`config.mk`:
```
export PLATFORM = sky130hd
export DESIGN_NAME = latch_write_sequencer
export DESIGN_NICKNAME = d
export VERILOG_FILES = /design/src/rtl/latch_seq_pkg.sv /design/src/rtl/btn_debounce.sv /design/src/rtl/latch_write_sequencer.sv
export SDC_FILE = /design/constraint.sdc
export NUM_CORES = 1
export LEC_CHECK = 0
export CORE_MARGIN = 8
export CORE_UTILIZATION = 45
export DETAILED_ROUTE_END_ITERATION = 7
export HOLD_SLACK_MARGIN = 0.03
export PLACE_DENSITY_LB_ADDON = 0.12
export SETUP_SLACK_MARGIN = 0.1
export SKIP_CTS_REPAIR_TIMING = 1
export SLEW_MARGIN = 20
export SYNTH_ARGS = -nofsm -noshare
export SYNTH_HDL_FRONTEND = slang
export SYNTH_SLANG_ARGS = --single-unit
```
`constraint.sdc`:
```
create_clock -name CLK -period 3.3 [get_ports CLK]
set_input_delay 0.825 -clock CLK [delete_from_list [all_inputs] [get_ports CLK]]
set_output_delay 0.825 -clock CLK [all_outputs]
set_load 0.1 [all_outputs]
```
`src/rtl/latch_seq_pkg.sv`:
```
// rtl/latch_seq_pkg.sv - shared state encoding and default timing for the latch write sequencer
package latch_seq_pkg;

    typedef enum logic [1:0] {
        IDLE   = 2'd0,
        SETUP  = 2'd1,
        ENABLE = 2'd2,
        HOLD   = 2'd3
    } state_t;

    localparam int DEF_DEBOUNCE_CYCLES = 4;
    localparam int DEF_SETUP_CYCLES    = 2;
    localparam int DEF_PULSE_CYCLES    = 3;
    localparam int DEF_HOLD_CYCLES     = 2;
    localparam int DEF_CW              = 8;

endpackage

```
`src/rtl/btn_debounce.sv`:
```
// rtl/btn_debounce.sv - two-flop synchroniser plus run-length debounce for the pushbutton
module btn_debounce
    import latch_seq_pkg::*;
#(
    parameter int DEBOUNCE_CYCLES = DEF_DEBOUNCE_CYCLES,
    parameter int CW              = DEF_CW
) (
    input  logic CLK,
    input  logic R,
    input  logic i_raw,
    output logic o_level,
    output logic o_level_nxt
);

    localparam logic [CW-1:0] DEB_LAST = CW'(DEBOUNCE_CYCLES - 1);

    logic          r_sync1;
    logic          r_sync2;
    logic          r_deb;
    logic [CW-1:0] r_cnt;
    logic          w_diff;
    logic          w_flip;

    assign w_diff = (r_sync2 != r_deb);
    // The level flips on the edge where the disagreement run would reach DEBOUNCE_CYCLES.
    assign w_flip = w_diff && (r_cnt == DEB_LAST);

    always_ff @(posedge CLK or negedge R) begin
        if (!R) begin
            r_sync1 <= 1'b0;
            r_sync2 <= 1'b0;
            r_deb   <= 1'b0;
            r_cnt   <= '0;
        end else begin
            r_sync1 <= i_raw;
            r_sync2 <= r_sync1;
            if (w_flip) begin
                r_deb <= ~r_deb;
                r_cnt <= '0;
            end else if (w_diff) begin
                r_cnt <= r_cnt + 1'b1;
            end else begin
                r_cnt <= '0;
            end
        end
    end

    assign o_level     = r_deb;
    assign o_level_nxt = w_flip ? ~r_deb : r_deb;

endmodule

```
`src/rtl/latch_write_sequencer.sv`:
```
// rtl/latch_write_sequencer.sv - glitch-free D/EN write sequencing for a level-sensitive D latch
module latch_write_sequencer
    import latch_seq_pkg::*;
#(
    parameter int DEBOUNCE_CYCLES = DEF_DEBOUNCE_CYCLES,
    parameter int SETUP_CYCLES    = DEF_SETUP_CYCLES,
    parameter int PULSE_CYCLES    = DEF_PULSE_CYCLES,
    parameter int HOLD_CYCLES     = DEF_HOLD_CYCLES,
    parameter int CW              = DEF_CW
) (
    input  logic CLK,
    input  logic R,
    input  logic BTN,
    input  logic DIN,
    output logic D,
    output logic EN,
    output logic BUSY,
    output logic DONE
);

    localparam logic [CW-1:0] SETUP_LAST = CW'(SETUP_CYCLES - 1);
    localparam logic [CW-1:0] PULSE_LAST = CW'(PULSE_CYCLES - 1);
    localparam logic [CW-1:0] HOLD_LAST  = CW'(HOLD_CYCLES - 1);

    logic          w_level;
    logic          w_level_nxt;
    logic          w_press;
    logic          r_din_s1;
    logic          r_din_s2;
    state_t        r_state;
    logic [CW-1:0] r_timer;
    logic          r_d;
    logic          r_en;
    logic          r_busy;
    logic          r_done;

    btn_debounce #(
        .DEBOUNCE_CYCLES(DEBOUNCE_CYCLES),
        .CW             (CW)
    ) u_btn_debounce (
        .CLK        (CLK),
        .R          (R),
        .i_raw      (BTN),
        .o_level    (w_level),
        .o_level_nxt(w_level_nxt)
    );

    // Press is taken on the same edge the debounced level rises, not one cycle later.
    assign w_press = w_level_nxt && !w_level;

    always_ff @(posedge CLK or negedge R) begin
        if (!R) begin
            r_din_s1 <= 1'b0;
            r_din_s2 <= 1'b0;
        end else begin
            r_din_s1 <= DIN;
            r_din_s2 <= r_din_s1;
        end
    end

    always_ff @(posedge CLK or negedge R) begin
        if (!R) begin
            r_state <= IDLE;
            r_timer <= '0;
            r_d     <= 1'b0;
            r_en    <= 1'b0;
            r_busy  <= 1'b0;
            r_done  <= 1'b0;
        end else begin
            r_done <= 1'b0;
            case (r_state)
                IDLE: begin
                    if (w_press) begin
                        r_d     <= r_din_s2;
                        r_busy  <= 1'b1;
                        r_timer <= '0;
                        r_state <= SETUP;
                    end
                end
                SETUP: begin
                    if (r_timer == SETUP_LAST) begin
                        r_timer <= '0;
                        r_en    <= 1'b1;
                        r_state <= ENABLE;
                    end else begin
                        r_timer <= r_timer + 1'b1;
                    end
                end
                ENABLE: begin
                    if (r_timer == PULSE_LAST) begin
                        r_timer <= '0;
                        r_en    <= 1'b0;
                        r_state <= HOLD;
                    end else begin
                        r_timer <= r_timer + 1'b1;
                    end
                end
                HOLD: begin
                    if (r_timer == HOLD_LAST) begin
                        r_timer <= '0;
                        r_busy  <= 1'b0;
                        r_done  <= 1'b1;
                        r_state <= IDLE;
                    end else begin
                        r_timer <= r_timer + 1'b1;
                    end
                end
                default: begin
                    r_timer <= '0;
                    r_en    <= 1'b0;
                    r_busy  <= 1'b0;
                    r_state <= IDLE;
                end
            endcase
        end
    end

    assign D    = r_d;
    assign EN   = r_en;
    assign BUSY = r_busy;
    assign DONE = r_done;

endmodule

```
== Word-level counts from Yosys, hierarchy flattened ==
Cells that the tools add are included.
Operators by class
  bitwise gates (word level): 1
  add/subtract/negate cells: 2
  reductions and logical operators: 11
  eq/ne operators: 11
  mux-type cells: 20
Operators by type and width (number)
  $mux W8: 5
  $pmux W8 S3: 1
  $add A8 B1 Y8 const B: 2
  $eq A8 B2 Y1 const B: 2
  $eq A8 B1 Y1 const B: 1
  $mux W2: 4
  $ne A2 B2 Y1 const B: 4
  $pmux W2 S4: 1
  $mux W1: 7
  $reduce_and A3 Y1: 2
  $eq A2 B2 Y1 const B: 2
  $pmux W1 S2: 2
  $reduce_and A4 Y1: 1
  $reduce_bool A2 Y1: 2
  $eq A2 B1 Y1 const B: 1
  $logic_and A1 B1 Y1: 2
  $logic_not A2 Y1: 1
  $reduce_and A2 Y1: 1
  $reduce_or A2 Y1: 1
  $logic_not A1 Y1: 1
  $ne A1 B1 Y1: 1
  $not A1 Y1: 1
Storage, ports and cells
  input port bits: 4
  flip-flop bits (word level): 27
  logic and storage cells: 57
  output and inout port bits: 4

== Longest topological paths before layout ==
Gate-level depths: netlist of run 1.
  depth in word-level cells: 6
  gate-level depth with buffers: 7
  mapped depth without buffers: 6

== By module ==
From an unflattened synthesis of run 1, not the netlist that was laid out.
Unflattened totals
  cell total of the unflattened synthesis: 137
  area total of the unflattened synthesis: 1392.6 µm²
Modules (own cells, without submodules)
  latch_write_sequencer: times used 1, area each 913.4 µm², cells an instance 94, sequential area each 400.4 µm²
  btn_debounce: times used 1, area each 479.2 µm², cells an instance 43, sequential area each 275.3 µm²

== Worst setup path after synthesis of run 1 ==
No wires, ideal clock.
  kind: register to output
  from: register r_en, in the netlist EN
  to: output EN
  stages on the path, launching flop included: 1
  buffers on the path: 0
  data required time: 2.475 ns
  setup slack: 1.567 ns
  data arrival time: 0.908 ns
  cell sequence: dfrtp_1
RTL lines
  start: declaration: line latch_write_sequencer.sv:33  | logic r_en;
  start signal: assignment: line latch_write_sequencer.sv:66  | r_en <= 1'b0;
  start signal: assignment: line latch_write_sequencer.sv:83  | r_en <= 1'b1;
  start signal: assignment: line latch_write_sequencer.sv:92  | r_en <= 1'b0;
  end: declaration: line latch_write_sequencer.sv:16  | output logic EN,
No word-level cell between the ends.

== Final worst setup path of run 1 ==
  from: register r_state[0]
  to: register r_timer[4]
On the way
  longest elaborated chain between the ends: 3
  elaborated cells on any way between the ends: 7
  classes of those cells: 4 x eq/ne; 1 x mux; 2 x reduce/logical
Ends and longest elaborated chain
  start: declaration: line latch_write_sequencer.sv:30  | state_t r_state;
  start signal: assignment: line latch_write_sequencer.sv:63  | r_state <= IDLE;
  start signal: assignment: line latch_write_sequencer.sv:77  | r_state <= SETUP;
  start signal: assignment: line latch_write_sequencer.sv:84  | r_state <= ENABLE;
  $eq A2 B2 Y1 or $eq A2 B1 Y1 (tied branches): line latch_write_sequencer.sv:71  | case (r_state)
  $reduce_or A2 Y1 (no source line)
  $pmux W8 S3: line latch_write_sequencer.sv:71
  end signal: assignment: line latch_write_sequencer.sv:86  | r_timer <= r_timer + 1'b1;
  end signal: assignment: line latch_write_sequencer.sv:95  | r_timer <= r_timer + 1'b1;
  end signal: assignment: line latch_write_sequencer.sv:105  | r_timer <= r_timer + 1'b1;
  end: declaration: line latch_write_sequencer.sv:31  | logic [CW-1:0] r_timer;
Parallel ways exist; a longest one is shown, timed or not.
A chain may end at the register's enable or synchronous reset.

==> flow_metrics.tcl, run 1 <==
set metrics [dict create \
    status "completed" \
    end_kind "register" \
    synth_ff_type "dfrtp_1" \
    crit_arrival_ns 2.37 \
    initial_core_util_pct 46.7 \
    hp-class "reg -> reg" \
    yosysWarnings 0 \
    maxCapViolations 0 \
    setup_tns_ns 0 \
    slew_violations 0 \
    die_h_um 72.1 \
    power.density_nw_per_um2 729 \
    slew_headroom_pct 36.3 \
    drtPass1Iterations 4 \
    io_pins 8 \
    ir_drop_v 0.000282 \
    synth_xor_area_share_pct 3.72 \
    synth_fp_nets 145 \
    worst-slew-pin-transition_ns 0.943 \
    synth_cell_type_count 34 \
    startpoint "r_state[0]" \
    gp_congestion 0.759 \
    synth-compound-area-share_pct 15.8 \
    syn_area_um2 1410 \
    worst_clock_skew_ns 0.00829 \
    worstHoldPathCells 0 \
    wirelength_um 2620 \
    antenna_found_initial 0 \
    p_leak_uw 0.000670 \
    area_growth_pct 10.5 \
    seq_area_frac_synth_pct 47.8 \
    cts_tree "yes" \
    first_iter_violations 46 \
    utilization_pct 51.6 \
    crit_fanout 11 \
    ys_ff_latch 27 \
    synthTopCellsByArea "dfrtp_1, ha_1, o211ai_1" \
    nets 157 \
    yosys.area_share.simple_pct 19.1 \
    design.core.area_um2 3030 \
    muxShareOfSynthArea_pct 3.10 \
    synth_edf_count 0 \
    rows 20 \
    synthArstFlopShare_pct 100 \
    grt_max_degree 28 \
    vias 992 \
    wl_per_cell_um 14.0 \
    final_layout_size_suffix_gt1_share_pct 14.7 \
    num_antenna_cells 0 \
    synthTopCellsByCount "dfrtp_1, nor2_1, nand2_1" \
    drc 0 \
    grt_remaining_overflow 0 \
    cts.sinks 27 \
    path_clk_slew_ns 0.16 \
    reg2reg_depth 6 \
    synth_top_area_cell "dfrtp_1" \
    fp.dieArea_um2 5190 \
    finalSetupViolations 0 \
    grt_setup_unrepaired "no" \
    numCtsBuffers 3 \
    cts_root_buf "clkbuf_4" \
    grtUsageTotal_pct 11.6 \
    clk-insertion-delay-late_ns 0.35 \
    die_w_um 72.1 \
    grt_pass1_wl_um 4770 \
    synth_area_per_cell_um2 10.7 \
    synth_top_cell_area_share_pct 47.8 \
    numPortBuffers 7 \
    crit_path_start_kind "register" \
    dp_hpwl_um 1870 \
    max_freq_ghz 0.468 \
    critPathKind "reg -> reg" \
    timing.rr.start "r_state[0]" \
    clk_path_buf_depth 2 \
    viasPerCell 5.30 \
    netlist_instances 132 \
    hold_viol_final 0 \
    synthAdderAreaFrac_pct 7.96 \
    cp.required_ns 3.53 \
    synth_top_family_by_area "simple AND/OR/NAND/NOR gates" \
    grt_pass1_vias 1039 \
    final.min_clock_period_ns 2.14 \
    design_power_total_uw 1140 \
    h-tree-depth 1 \
    antenna_left 0 \
    min_from "r_din_s1" \
    fin_crit_sh_pct 64.7 \
    synth.most_common_cell "dfrtp_1" \
]
-- critical path, cell delays in order (launching register included) --
cell and delay, ns:
dfrtp_1 0.43, inv_1 0.13, ha_1 0.22, inv_1 0.05, a41oi_1 0.71, o21bai_4 0.33
o211ai_1 0.15
-- worst paths after layout --
kind                       slack, ns                 endpoint
hold reg to reg                 0.37                 r_din_s2
max in group asynchronous       2.21               r_timer[4]
setup / recovery                1.16               r_timer[4]
hold / removal                  0.37                 r_din_s2
min in group asynchronous       0.83  u_btn_debounce.r_cnt[5]
setup reg to reg                1.16               r_timer[4]
-- cell families (layout without fill, tap and decap cells) --
group | Yosys count | in the layout
xor+xnor | 6 | 6
simple gates | 50 | 50
flops | 27 | 27
buf+inv | 9 | 20
compound gates | 27 | 27
fa+ha+maj | 9 | 9
mux | 4 | 4
-- power by group --
group          switching (uW)  internal [uW]
logic                     354            177
clock network             113           49.7
registers                56.3            389
total                     523            616
-- sequential cells by signal, indices dropped and copies added (netlist names), named ones only --
name / count
r_timer: 8
D: 1
u_btn_debounce.r_sync2: 1
r_state: 2
DONE: 1
EN: 1
r_din_s2: 1
u_btn_debounce.r_cnt: 8
r_din_s1: 1
u_btn_debounce.r_sync1: 1
BUSY: 1
-- per-layer routing --
metal	wire length, um	track usage [%]
met4	45	5.44
met1	1290	14.7
met5	0	0
met2	1200	18.3
met3	75	2.62
-- stage by stage --
stage / cells / worst slack, ns / hold WS, ns / instance area (um^2)
finish: 187 / 1.16 / 0.371 / 1560
detailed placement: 183 / 1.21 / 0.335 / 1530
floorplan: 132 / 1.57 / 0.331 / 1410
global placement: 183 / 1.21 / 0.332 / 1530
CTS: 187 / 1.17 / 0.371 / 1560
global route: 187 / 0.991 / 0.384 / 1560
-- final cells by class --
| class | count | area (um^2) |
|---|---|---|
| Clock buffer | 3 | 22.5 |
| Clock inverter | 1 | 8.76 |
| Fill cell | 281 | 1470 |
| Inverter | 8 | 30.0 |
| Multi-Input combinational cell | 96 | 703 |
| Sequential cell | 27 | 676 |
| Tap cell | 44 | 55.1 |
| Timing Repair Buffer | 8 | 67.6 |
-- placed cells by master (no fill, tap or decap), types with 3 or more instances in the layout --
cell,Yosys,routed
xor2_1,5,5
ha_1,9,9
dfrtp_1,27,27
nor2b_1,4,4
nor2_1,13,13
clkdlybuf4s50_1,0,3
buf_4,0,5
o21ai_0,7,7
inv_1,8,8
nand2_1,10,10
nand3_1,9,9
clkbuf_4,0,3
o211ai_1,7,7
and3_1,5,5
Power figures use the tool's default switching activity.
==> inputs of run 2 (changes only) <==
- clock period: 3.3 -> 1.9 ns (I/O delays scaled with it)
==> run 2 against run 1 <==
  * Highest routed layer unchanged
  * Sequential cell count stayed put
  * Critical endpoint is now r_state[1]
  * Critical path type unchanged
  * First-iteration DRC count is 100% higher
  * Utilization up 6.7 points
  * Non-clock buffer count is 12 higher
  * Maximum frequency rose by 20%
  * Combinational power up 130%
  * Largest cell class unchanged
  * Final cell count grew 6.4%
  * Clock skew shrank 0.0064 ns
  * Largest power group unchanged
  * Count of clock-buffer cells in the layout unchanged
==> flow_metrics.tcl, run 2 (synthesized netlist as in run 1, its figures left out) <==
set metrics [dict create \
    status "completed" \
    worst-slew-pin-transition_ns 0.578 \
    grt_max_degree 28 \
    area_growth_pct 25.0 \
    max_freq_ghz 0.563 \
    cp.required_ns 2.12 \
    grt_remaining_overflow 0 \
    clk-insertion-delay-late_ns 0.32 \
    clk_path_buf_depth 2 \
    pwr-share-comb_pct 54.4 \
    vias 1038 \
    seq_power_share_pct 34.2 \
    io_pins 8 \
    reg_top3 "r_timer (8), u_btn_debounce.r_cnt (8), r_state (2)" \
    first_iter_violations 93 \
    crit_fanout 5 \
    die_w_um 72.1 \
    dp_slack_ns 0.0111 \
    swShare_pct 43.0 \
    cts.sinks 27 \
    finalSetupViolations 0 \
    slew_headroom_pct 61.4 \
    grt_pass1_vias 995 \
    wl_per_cell_um 13.2 \
    h-tree-depth 1 \
    antenna_left 0 \
    wirelength_um 2620 \
    die_h_um 72.1 \
    fin_crit_sh_pct 93.5 \
    viasPerCell 5.22 \
    hold_viol_final 0 \
    grt_pass1_wl_um 4620 \
    cts_root_buf "clkbuf_4" \
    gp_congestion 0.868 \
    crit_path_start_kind "register" \
    design.core.area_um2 3030 \
    slew_violations 0 \
    drc 0 \
    numCtsBuffers 3 \
    final_layout_size_suffix_gt1_share_pct 24.5 \
    critPathKind "reg -> reg" \
    fp.dieArea_um2 5190 \
    dp_hpwl_um 1900 \
    reg2reg_depth 5 \
    num_antenna_cells 0 \
    final.min_clock_period_ns 1.78 \
    grt_setup_unrepaired "yes" \
    path_clk_slew_ns 0.15 \
    numPortBuffers 7 \
    maxCapViolations 0 \
    rows 20 \
    power.density_nw_per_um2 1290 \
    worst_clock_skew_ns 0.00192 \
    design_power_total_uw 2270 \
    switchingPower_uw 979 \
    drtPass1Iterations 4 \
    setup_ws_ns 0.123 \
    antenna_found_initial 0 \
    p_leak_uw 0.000760 \
    end_kind "register" \
    final_common_cell "dfrtp_1" \
    p_int_uw 1300 \
    cts_tree "yes" \
    nets 169 \
    crit_arrival_ns 2.00 \
    p_clk_share_pct 11.4 \
    grtUsageTotal_pct 10.9 \
    ir_drop_v 0.000447 \
    initial_core_util_pct 46.7 \
    final_cell_mix "dfrtp_1, buf_4, nor2_1, nand2_1" \
    worstHoldPathCells 0 \
    hp-class "reg -> reg" \
]
==> run 2: area by class of cell <==
cell class              instances  area [um^2]
well taps                      44         55.1
fillers                       256         1260
repair buffers                 20          211
clock inverters                 1         8.76
clock buffers                   3         22.5
inverters                       8         30.0
flip-flops and latches         27          677
multi-input cells              96          762
==> run 2: final timing paths <==
check	from	end	slack, ns
worst max-delay path	r_timer[4]	r_state[1]	0.12
worst min-delay path	r_din_s1	r_din_s2	0.37
worst max register to register	r_timer[4]	r_state[1]	0.12
worst min register to register	r_din_s1	r_din_s2	0.37
max in group asynchronous	R	r_timer[4]	1.14
min in group asynchronous	R	u_btn_debounce.r_cnt[5]	0.49
==> run 2: through the flow <==
step | utilization [%] | instance area [um^2] | TNS (ns) | instances | hold WS, ns
floorplan | - | 1410 | 0 | 132 | 0.179
global placement | 53.2 | 1610 | 0 | 187 | 0.332
detailed placement | 53.2 | 1610 | 0 | 187 | 0.337
CTS | 54.3 | 1640 | -0.0161 | 191 | 0.371
global route | 58.3 | 1770 | 0 | 199 | 0.391
finish | 58.3 | 1770 | 0 | 199 | 0.366
==> run 2: worst max-delay path: stages, from the launching register on <==
cell      delay (ns)
dfrtp_2         0.48
nor4_4          0.30
buf_4           0.19
a31oi_4         0.09
a211oi_2        0.28
mux2_1          0.35
==> run 2: layer usage <==
layer  GRT usage, %  routed length [um]
met1           14.7                1210
met2           17.0                1290
met3           2.34                 114
met4           3.40                  15
met5              0                   0
==> run 2: power by group through the flow <==
stage / clock (uW) / sequential, uW / combinational, uW
2_1_floorplan: 0 / 918 / 573
3_3_place_gp: 0 / 781 / 1020
3_5_place_dp: 0 / 789 / 1040
4_1_cts: 274 / 776 / 1050
5_1_grt: 297 / 793 / 1350
6_report: 259 / 777 / 1240
